[config.mk]
export PLATFORM = sky130hd
export DESIGN_NAME = if_stage
export DESIGN_NICKNAME = d
export VERILOG_FILES = /design/src/rtl/rv32_pkg.sv /design/src/rtl/fetch_fifo.sv /design/src/rtl/if_stage.sv
export SDC_FILE = /design/constraint.sdc
export NUM_CORES = 1
export LEC_CHECK = 0
export CORE_MARGIN = 1.5
export CORE_UTILIZATION = 42
export CTS_CLUSTER_SIZE = 25
export DETAILED_ROUTE_END_ITERATION = 6
export HOLD_SLACK_MARGIN = 0.03
export PLACE_DENSITY = 0.71
export RECOVER_POWER = 100
export SLEW_MARGIN = 20
export SYNTH_ARGS = -nofsm -noshare
export SYNTH_HDL_FRONTEND = slang
export SYNTH_SLANG_ARGS = --single-unit
export TNS_END_PERCENT = 1
[constraint.sdc]
create_clock -name clk -period 4.2 [get_ports clk]
set_input_delay 0.63 -clock clk [delete_from_list [all_inputs] [get_ports clk]]
set_output_delay 0.63 -clock clk [all_outputs]
set_load 0.01 [all_outputs]
[src/rtl/rv32_pkg.sv]
// Shared fetch-stage types and constants.
// Latency: n/a (types only).
// Backpressure: n/a (types only).
package rv32_pkg;

  // addi x0, x0, 0
  localparam logic [31:0] NOP_INSTR        = 32'h0000_0013;
  localparam logic [31:0] DEFAULT_RESET_PC = 32'h0000_0000;

  typedef enum logic [1:0] {
    IDLE,   // no request on the bus; waiting for buffer space
    REQ,    // request presented, waiting for accept
    WAIT,   // request accepted, response pending
    DRAIN   // response pending that belongs to a squashed path
  } fetch_state_t;

  typedef struct packed {
    logic [31:0] pc;
    logic [31:0] instr;
  } fetch_entry_t;

endpackage

[src/rtl/fetch_fifo.sv]
// Small fetch buffer holding {pc, instr} pairs between memory and ID.
// Latency: push visible at head the cycle after the write edge.
// Backpressure: push ignored when full unless a pop happens in the same cycle.
//
// Ports: clk/rst_n; push + push_dat write; pop advances head;
//        flush empties the buffer and wins over push/pop;
//        head is the oldest entry; count/empty/full report occupancy.
module fetch_fifo
  import rv32_pkg::*;
#(
  parameter int DEPTH = 2
) (
  input  logic                   clk,
  input  logic                   rst_n,
  input  logic                   push,
  input  fetch_entry_t           push_dat,
  input  logic                   pop,
  input  logic                   flush,
  output fetch_entry_t           head,
  output logic [$clog2(DEPTH):0] count,
  output logic                   empty,
  output logic                   full
);

  localparam int            AW      = $clog2(DEPTH);
  localparam logic [AW:0]   DEPTH_C = (AW+1)'(DEPTH);

  fetch_entry_t  mem [DEPTH];
  logic [AW-1:0] rd_ptr;
  logic [AW-1:0] wr_ptr;
  logic          do_push;
  logic          do_pop;

  assign empty   = (count == '0);
  assign full    = (count == DEPTH_C);
  assign do_pop  = pop && !empty;
  // A full buffer can still take a push when the head leaves in the same cycle.
  assign do_push = push && (!full || do_pop);
  assign head    = mem[rd_ptr];

  always_ff @(posedge clk or negedge rst_n) begin
    if (!rst_n) begin
      rd_ptr <= '0;
      wr_ptr <= '0;
      count  <= '0;
      for (int i = 0; i < DEPTH; i++) begin
        mem[i] <= '0;
      end
    end else if (flush) begin
      rd_ptr <= '0;
      wr_ptr <= '0;
      count  <= '0;
    end else begin
      if (do_push) begin
        mem[wr_ptr] <= push_dat;
        wr_ptr      <= wr_ptr + 1'b1;
      end
      if (do_pop) begin
        rd_ptr <= rd_ptr + 1'b1;
      end
      unique case ({do_push, do_pop})
        2'b10:   count <= count + 1'b1;
        2'b01:   count <= count - 1'b1;
        default: count <= count;
      endcase
    end
  end

endmodule

[src/rtl/if_stage.sv]
// Instruction fetch: owns the PC, fetches words from imem, buffers them for ID.
// Latency: first instr_valid 3 cycles after reset release with a zero-wait memory.
// Backpressure: stall holds the head; new requests issue only while buffer space remains.
//
// Ports: clk/rst_n; imem_req_* valid/ready request channel; imem_rsp_* valid-only
//        response channel (in order, one per accepted request); redirect_* from EX;
//        stall from hazard logic; instruction/pc/instr_valid to ID.
module if_stage
  import rv32_pkg::*;
#(
  parameter logic [31:0] RESET_PC   = DEFAULT_RESET_PC,
  parameter int          FIFO_DEPTH = 2
) (
  input  logic        clk,
  input  logic        rst_n,
  output logic        imem_req_valid,
  input  logic        imem_req_ready,
  output logic [31:0] imem_req_addr,
  input  logic        imem_rsp_valid,
  input  logic [31:0] imem_rsp_data,
  input  logic        redirect_valid,
  input  logic [31:0] redirect_pc,
  input  logic        stall,
  output logic [31:0] instruction,
  output logic [31:0] pc,
  output logic        instr_valid
);

  localparam int            CW      = $clog2(FIFO_DEPTH) + 1;
  localparam logic [CW-1:0] DEPTH_C = CW'(FIFO_DEPTH);

  fetch_state_t  state;
  fetch_state_t  state_nxt;
  logic [31:0]   fetch_pc;
  logic [31:0]   fetch_pc_nxt;
  logic [31:0]   req_addr;
  logic          req_vld;
  // Redirect seen while a request sat unaccepted; its response must be dropped.
  logic          drain_pend;
  logic          drain_nxt;

  fetch_entry_t  head;
  fetch_entry_t  push_dat;
  logic [CW-1:0] count;
  logic [CW-1:0] count_after;
  logic          fifo_empty;
  logic          fifo_full;
  logic          accept;
  logic          push;
  logic          pop;
  logic          space;

  assign accept   = req_vld && imem_req_ready;
  assign pop      = !fifo_empty && !stall;
  assign push     = (state == WAIT) && imem_rsp_valid && !redirect_valid
                    && (!fifo_full || pop);
  assign push_dat = '{pc: req_addr, instr: imem_rsp_data};

  // Occupancy after this edge; every branch that consults it leaves nothing
  // outstanding, so this alone decides whether another request may issue.
  always_comb begin
    count_after = count;
    if (redirect_valid) begin
      count_after = '0;
    end else if (push && !pop) begin
      count_after = count + 1'b1;
    end else if (!push && pop) begin
      count_after = count - 1'b1;
    end
  end

  assign space = (count_after < DEPTH_C);

  always_comb begin
    state_nxt    = state;
    fetch_pc_nxt = fetch_pc;
    drain_nxt    = drain_pend;
    if (redirect_valid) begin
      fetch_pc_nxt = redirect_pc & ~32'h3;
    end
    unique case (state)
      IDLE: begin
        if (space) state_nxt = REQ;
      end
      REQ: begin
        if (accept) begin
          drain_nxt = 1'b0;
          if (drain_pend || redirect_valid) begin
            // Old-path request went out; fetch_pc already holds the target.
            state_nxt = DRAIN;
          end else begin
            state_nxt    = WAIT;
            fetch_pc_nxt = fetch_pc + 32'd4;
          end
        end else if (redirect_valid) begin
          drain_nxt = 1'b1;
        end
      end
      WAIT: begin
        // A response coinciding with a redirect retires the outstanding
        // request, so there is nothing left to drain.
        if (imem_rsp_valid) begin
          state_nxt = space ? REQ : IDLE;
        end else if (redirect_valid) begin
          state_nxt = DRAIN;
        end
      end
      DRAIN: begin
        if (imem_rsp_valid) begin
          state_nxt = space ? REQ : IDLE;
        end
      end
      default: state_nxt = IDLE;
    endcase
  end

  always_ff @(posedge clk or negedge rst_n) begin
    if (!rst_n) begin
      state      <= IDLE;
      fetch_pc   <= RESET_PC;
      req_addr   <= RESET_PC;
      req_vld    <= 1'b0;
      drain_pend <= 1'b0;
    end else begin
      state      <= state_nxt;
      fetch_pc   <= fetch_pc_nxt;
      drain_pend <= drain_nxt;
      req_vld    <= (state_nxt == REQ);
      // Address is captured on entry to REQ and held until accepted.
      if (state_nxt == REQ && state != REQ) begin
        req_addr <= fetch_pc_nxt;
      end
    end
  end

  fetch_fifo #(
    .DEPTH (FIFO_DEPTH)
  ) u_fifo (
    .clk      (clk),
    .rst_n    (rst_n),
    .push     (push),
    .push_dat (push_dat),
    .pop      (pop),
    .flush    (redirect_valid),
    .head     (head),
    .count    (count),
    .empty    (fifo_empty),
    .full     (fifo_full)
  );

  assign imem_req_valid = req_vld;
  assign imem_req_addr  = req_addr;
  assign instr_valid    = !fifo_empty;
  assign instruction    = fifo_empty ? NOP_INSTR : head.instr;
  assign pc             = fifo_empty ? 32'h0 : head.pc;

endmodule

Word-level counts from Yosys, hierarchy flattened
Cells that the tools add are included.
- register bits after elaboration: 200
- input bits: 70
- output and inout port bits: 98
- word-level logic and storage cells: 91
- $add $sub $neg: 5
- magnitude comparators: 4
- eq/ne operators: 8
- mux-type cells: 31
- bitwise logic cells: 3
- reduce and logical (&&, ||, !) cells: 28
- operator list (operator ; count):
    two-way mux 64 bit ; 4
    two-way mux 32 bit ; 6
    bitwise mux 128 bit ; 1
    demux 64 bit (select 1 bit) ; 1
    adder 32 x 3 -> 32 bit, second input constant ; 1
    two-way mux 2 bit ; 9
    logical AND 1 bit ; 11
    equality test 2 bit, second input constant ; 4
    two-way mux 1 bit ; 8
    case mux 2 bit (4 select lines) ; 1
    equality test 2 x 1 -> 1 bit, second input constant ; 3
    zero test 1 bit ; 6
    nonzero test 2 bit ; 3
    greater-or-equal comparator 2 bit, second input constant ; 2
    zero test 2 bit ; 2
    NOT 1 -> 2 bit ; 2
    case mux 2 bit (2 select lines) ; 1
    AND reduction 2 bit ; 2
    logical OR 1 bit ; 3
    nonzero test 3 bit ; 1
    adder 1 bit, second input constant ; 2
    adder 2 x 1 -> 2 bit, second input constant ; 1
    < comparator 2 x 1 -> 1 bit, second input constant ; 1
    < comparator 2 bit, second input constant ; 1
    other kinds (3) ; 3

Depth between registers and ports, before layout
- word-level depth: 16
- gate-level depth with buffers: 10
- gate-level depth less buffers: 7

Modules after synthesis
A second synthesis with hierarchy kept.
- cells, all modules: 752
- area total of the unflattened synthesis: 9930.8 µm²
- modules (own cells, without submodules) (module ; instances ; cells each ; area an instance (µm²) ; seq. area each (µm²)):
    fetch_fifo ; 1 ; 365 ; 5914.4 ; 3303.2
    if_stage ; 1 ; 387 ; 4016.4 ; 1701.6

Worst setup path after synthesis
OpenSTA, ideal clock, no wires.
- path kind: input-to-reg
- start: in redirect_valid
- end: reg req_addr[18] (netlist: imem_req_addr[18])
- setup time: 125 ps
- arrival time: 2370 ps
- data required time: 4075 ps
- slack: 1705 ps
- cell stages on the path: 8
- buffers on the path: 3
- cells stage by stage: buf_2 and4bb_2 o21ai_0 a311oi_4 nor2_1 buf_2 buf_6 mux2_2
- word-level cells in the longest chain between the ends: 14
- elaborated cells on any way between the ends: 25
- classes of those cells: order compare: 1; eq/ne: 1; mux: 15; reduce/logical: 8
- RTL lines (what ; RTL line ; source):
    start: declaration ; if_stage.sv:21 ; input logic redirect_valid,
    zero test 1 bit ; if_stage.sv:55 ; assign push = (state == WAIT) && imem_rsp_valid && !redirect_valid
    logical AND 1 bit ; if_stage.sv:55 ;
    logical AND 1 bit ; if_stage.sv:56 ; && (!fifo_full || pop);
    zero test 1 bit ; if_stage.sv:67 ; end else if (!push && pop) begin
    logical AND 1 bit ; if_stage.sv:67 ;
    two-way mux 2 bit ; if_stage.sv:67 ;
    two-way mux 2 bit ; if_stage.sv:65 ; end else if (push && !pop) begin
    two-way mux 2 bit ; if_stage.sv:63 ; if (redirect_valid) begin
    < comparator 2 bit ; if_stage.sv:72 ; assign space = (count_after < DEPTH_C);
    two-way mux 1 bit ; if_stage.sv:103, if_stage.sv:110 ;
    two-way mux 2 bit, on equally long branches ; if_stage.sv:109, if_stage.sv:102 ;
    case mux 2 bit (4 select lines) ; if_stage.sv:81 ; unique case (state)
    equality test 2 x 1 -> 1 bit ; if_stage.sv:130 ; if (state_nxt == REQ && state != REQ) begin
    logical AND 1 bit ; if_stage.sv:130 ;
    end signal: assignment ; if_stage.sv:131 ; req_addr <= fetch_pc_nxt;
    end: declaration ; if_stage.sv:36 ; logic [31:0] req_addr;
Parallel ways exist; a longest one is shown, timed or not.
A chain may end at the register's enable or synchronous reset.

Final worst setup path
- start: reg u_fifo.count[0]
- end: out pc[14]
- word-level cells in the longest chain between the ends: 2
- RTL lines (what ; RTL line ; source):
    start: declaration ; fetch_fifo.sv:20 ; output logic [$clog2(DEPTH):0] count,
    start signal: assignment ; fetch_fifo.sv:62 ; 2'b10: count <= count + 1'b1;
    start signal: assignment ; fetch_fifo.sv:63 ; 2'b01: count <= count - 1'b1;
    start signal: assignment ; fetch_fifo.sv:64 ; default: count <= count;
    zero test 2 bit ; fetch_fifo.sv:34 ; assign empty = (count == '0);
    two-way mux 32 bit ; if_stage.sv:155 ; assign pc = fifo_empty ? 32'h0 : head.pc;
    end: declaration ; if_stage.sv:25 ; output logic [31:0] pc,
Every way passes these cells.

==> results.sh <==
export IMPL_clockBufferDepth=2
export IMPL_power_switching_uw=2114
export IMPL_grtUsageTotal_pct=18.69
export IMPL_violations="capacitance limit, slew limit"
export IMPL_grt_pass1_vias=6320
export IMPL_place_hpwl_um=14010
export IMPL_crit_chain="inv_1, ha_1, buf_4, nor2_1, clkdlybuf4s50_1"
export IMPL_critical_path_startpoint_type="register"
export IMPL_switching_share_pct=32.49
export IMPL_drv_slew=44
export IMPL_syn_to_final_growth_pct=27.09
export IMPL_core_um2=21760
export IMPL_synth_edf_count=0
export IMPL_drt_iter0_drc=300
export IMPL_post_cts_buffers=0
export IMPL_ant_nets=0
export IMPL_power_density_nw_per_um2=551.9
export IMPL_ctsResizeCount=0
export IMPL_status="finished with violations"
export IMPL_final_common_cell="dfrtp_1"
export IMPL_ios=168
export IMPL_start_util_pct=42.63
export IMPL_cap_violations=1
export IMPL_grt_max_degree=125
export IMPL_cp_required_ns=3.57
export IMPL_dp_cells=1169
export IMPL_async_flop_share_pct=100.0
export IMPL_p_int_uw=4392
export IMPL_viasPerCell=5.285
export IMPL_cts_inserted_buffers=17
export IMPL_remaining_drc_errors=0
export IMPL_yosys_warnings=0
export IMPL_worst_pin_slew_ns=2.573
export IMPL_cts_clk_slew_worst_paths_ns=0.07
export IMPL_cpPeakStageDelay_ns=0.95
export IMPL_seq_power_share_pct=43.3
export IMPL_hold_path_class="reg2reg"
export IMPL_ys_flop_type="dfrtp_1"
export IMPL_drive_gt1_share_pct=23.64
export IMPL_rsz0062_at_grt="no"
export IMPL_combPwrFrac_pct=32.1
export IMPL_peakVddDrop_mv=0.2680
export IMPL_rows=54
export IMPL_critical_path_class="reg2out"
export IMPL_n_fill_cell=1897
export IMPL_die_w_um=151.6
export IMPL_hold_violations=0
export IMPL_synth_avg_cell_area_um2=12.33
export IMPL_clk_latency_ns=0.43
export IMPL_worstPathMaxFanout=27
export IMPL_fmax_ghz=0.2821
export IMPL_stdcell_count=1202
export IMPL_ys_types=51
export IMPL_period_share_pct=84.40
export IMPL_dr_pass1_iters=4
export IMPL_syn_area_um2=9275
export IMPL_avgRoutedWirePerCell_um=17.16
export IMPL_grt_pass1_wl_um=33130
export IMPL_synth_cells=752
export IMPL_relSlewSlack_pct=-71.54
export IMPL_grt_ovfl_total=0
export IMPL_port_buffers=165
export IMPL_end_kind="output port"
export IMPL_setup_violations=0
export IMPL_diodes=0
export IMPL_final_cell_mix="dfrtp_1, mux2_2, clkdlybuf4s50_1, nor2_1, mux2i_1"
export IMPL_nets=982
export IMPL_dp_slack_ns=1.065
export IMPL_clock_sinks=200
export IMPL_ys_ff_latch=200
export IMPL_cts_root_buf="clkbuf_16"
export IMPL_gp_congestion=0.8137
export IMPL_clkPwrFrac_pct=24.6
export IMPL_wl_um=20630
export IMPL_synth_nets=825
export IMPL_die_h_um=151.6
export IMPL_finalClockSkew_ns=0.006291
export IMPL_leakagePower_uw=0.005182
export IMPL_cts_hold_buffers=0
export IMPL_cts_max_level=4
export IMPL_period_needed_ns=3.545
export IMPL_setup_slack_ns=0.6552
export IMPL_critPathSlowestCell="ha_1"
export IMPL_ys_seq_area_share_pct=53.96
export IMPL_setup_tns_ns=0
export IMPL_arrival_ns=2.91
export IMPL_die_area_um2=22980
export IMPL_num_vias=6352
export IMPL_antenna_found_initial=1
export IMPL_cts_tree="built"
## flip-flops by register name (all words and copies together) (netlist names)
register        cells
u_fifo.mem        128
fetch_pc           32
imem_req_addr      32
state               2
imem_req_valid      1
u_fifo.count        2
u_fifo.wr_ptr       1
drain_pend          1
u_fifo.rd_ptr       1
## metal layers
layer | global-route usage, % | part of all wire, %
met5 | 0 | 0.082
met4 | 6.587 | 1.9
met3 | 3.683 | 4.3
met2 | 29.73 | 47
met1 | 25.49 | 47
## final cells by class
| cell class | count | area [µm²] | share of cell area (%) |
|---|---|---|---|
| clock buffers | 18 | 439.2 | 3.726 |
| clock inverters | 14 | 135.1 | 1.146 |
| inverters | 14 | 52.55 | 0.4458 |
| multi-input cells | 498 | 4030 | 34.19 |
| flip-flops and latches | 200 | 5009 | 42.49 |
| well taps | 280 | 350.3 | 2.972 |
| repair buffers | 178 | 1772 | 15.03 |
## Yosys cell counts (all sizes together), types with 4 or more instances
cell | n | share of area, %
dfrtp | 200 | 54
or4 | 5 | 0.45
o21ai | 15 | 0.81
nand3 | 11 | 0.59
nand2b | 4 | 0.27
a21oi | 8 | 0.43
o31ai | 5 | 0.40
clkbuf | 23 | 0.93
and3 | 5 | 0.34
xnor2 | 8 | 0.76
and4 | 4 | 0.38
a31oi | 6 | 0.54
and2 | 5 | 0.34
buf | 17 | 0.88
mux2 | 158 | 19
nor3 | 9 | 0.49
nor2 | 88 | 3.6
a221oi | 5 | 0.47
nand2 | 24 | 0.97
a211oi | 4 | 0.32
or2 | 7 | 0.47
nor4 | 10 | 0.88
o22ai | 4 | 0.27
inv | 14 | 0.57
mux2i | 67 | 7.2
nand4 | 14 | 1.1
## metrics by stage
stage / power [µW] / hold WS [ns] / util, % / instance area, µm²
final: 6505 / 0.4784 / 54.18 / 11790
after detailed placement: 5085 / 0.4745 / 51.70 / 11250
after CTS: 6708 / 0.4019 / 54.34 / 11820
after global routing: 6907 / 0.5149 / 54.18 / 11790
after floorplan: 4022 / 0.3344 / - / 9275
after global placement: 5033 / 0.4638 / 51.70 / 11250
## power by group through the flow
stage                     Combinational [µW]  Sequential, µW  Clock [µW]
after detailed placement                2220            2870           0
final                                   2090            2820        1600
after floorplan                         1270            2760           0
after CTS                               2230            2830        1650
after global routing                    2280            2900        1730
after global placement                  2180            2850           0
## critical path, delay by kind of cell (launching register included)
| kind | cells | cell delay [ns] |
|---|---|---|
| flip-flops | 1 | 0.39 |
| buffers and inverters | 3 | 1.01 |
| adder cells (fa/ha/maj) | 1 | 0.95 |
| AND/OR/NAND/NOR | 1 | 0.10 |
## kinds of logic after synthesis
kind of cell | Yosys count | share of synthesized area [%]
XOR/XNOR | 8 | 0.7555
AND/OR/NAND/NOR | 196 | 10.86
adder cells (fa/ha/maj) | 3 | 0.4047
flip-flops | 200 | 53.96
buffers and inverters | 54 | 2.374
AO/OA/AOI/OAI | 66 | 5.234
multiplexers | 225 | 26.41
## worst paths after layout
check	slack, ns	to	cells past startpoint	from
setup / recovery	0.66	pc[14]	5	u_fifo.count[0]$_DFFE_PN0P_
hold / removal	0.48	fetch_pc[31]$_DFF_PN0_	1	fetch_pc[31]$_DFF_PN0_
setup reg to reg	0.74	imem_req_addr[10]$_DFFE_PN0P_	8	u_fifo.count[0]$_DFFE_PN0P_
hold reg to reg	0.48	fetch_pc[31]$_DFF_PN0_	1	fetch_pc[31]$_DFF_PN0_
max in group asynchronous	1.74	u_fifo.mem[46]$_DFFE_PN0P_	1	rst_n
min in group asynchronous	1.00	u_fifo.mem[100]$_DFFE_PN0P_	1	rst_n
Power figures use the tool's default switching activity.
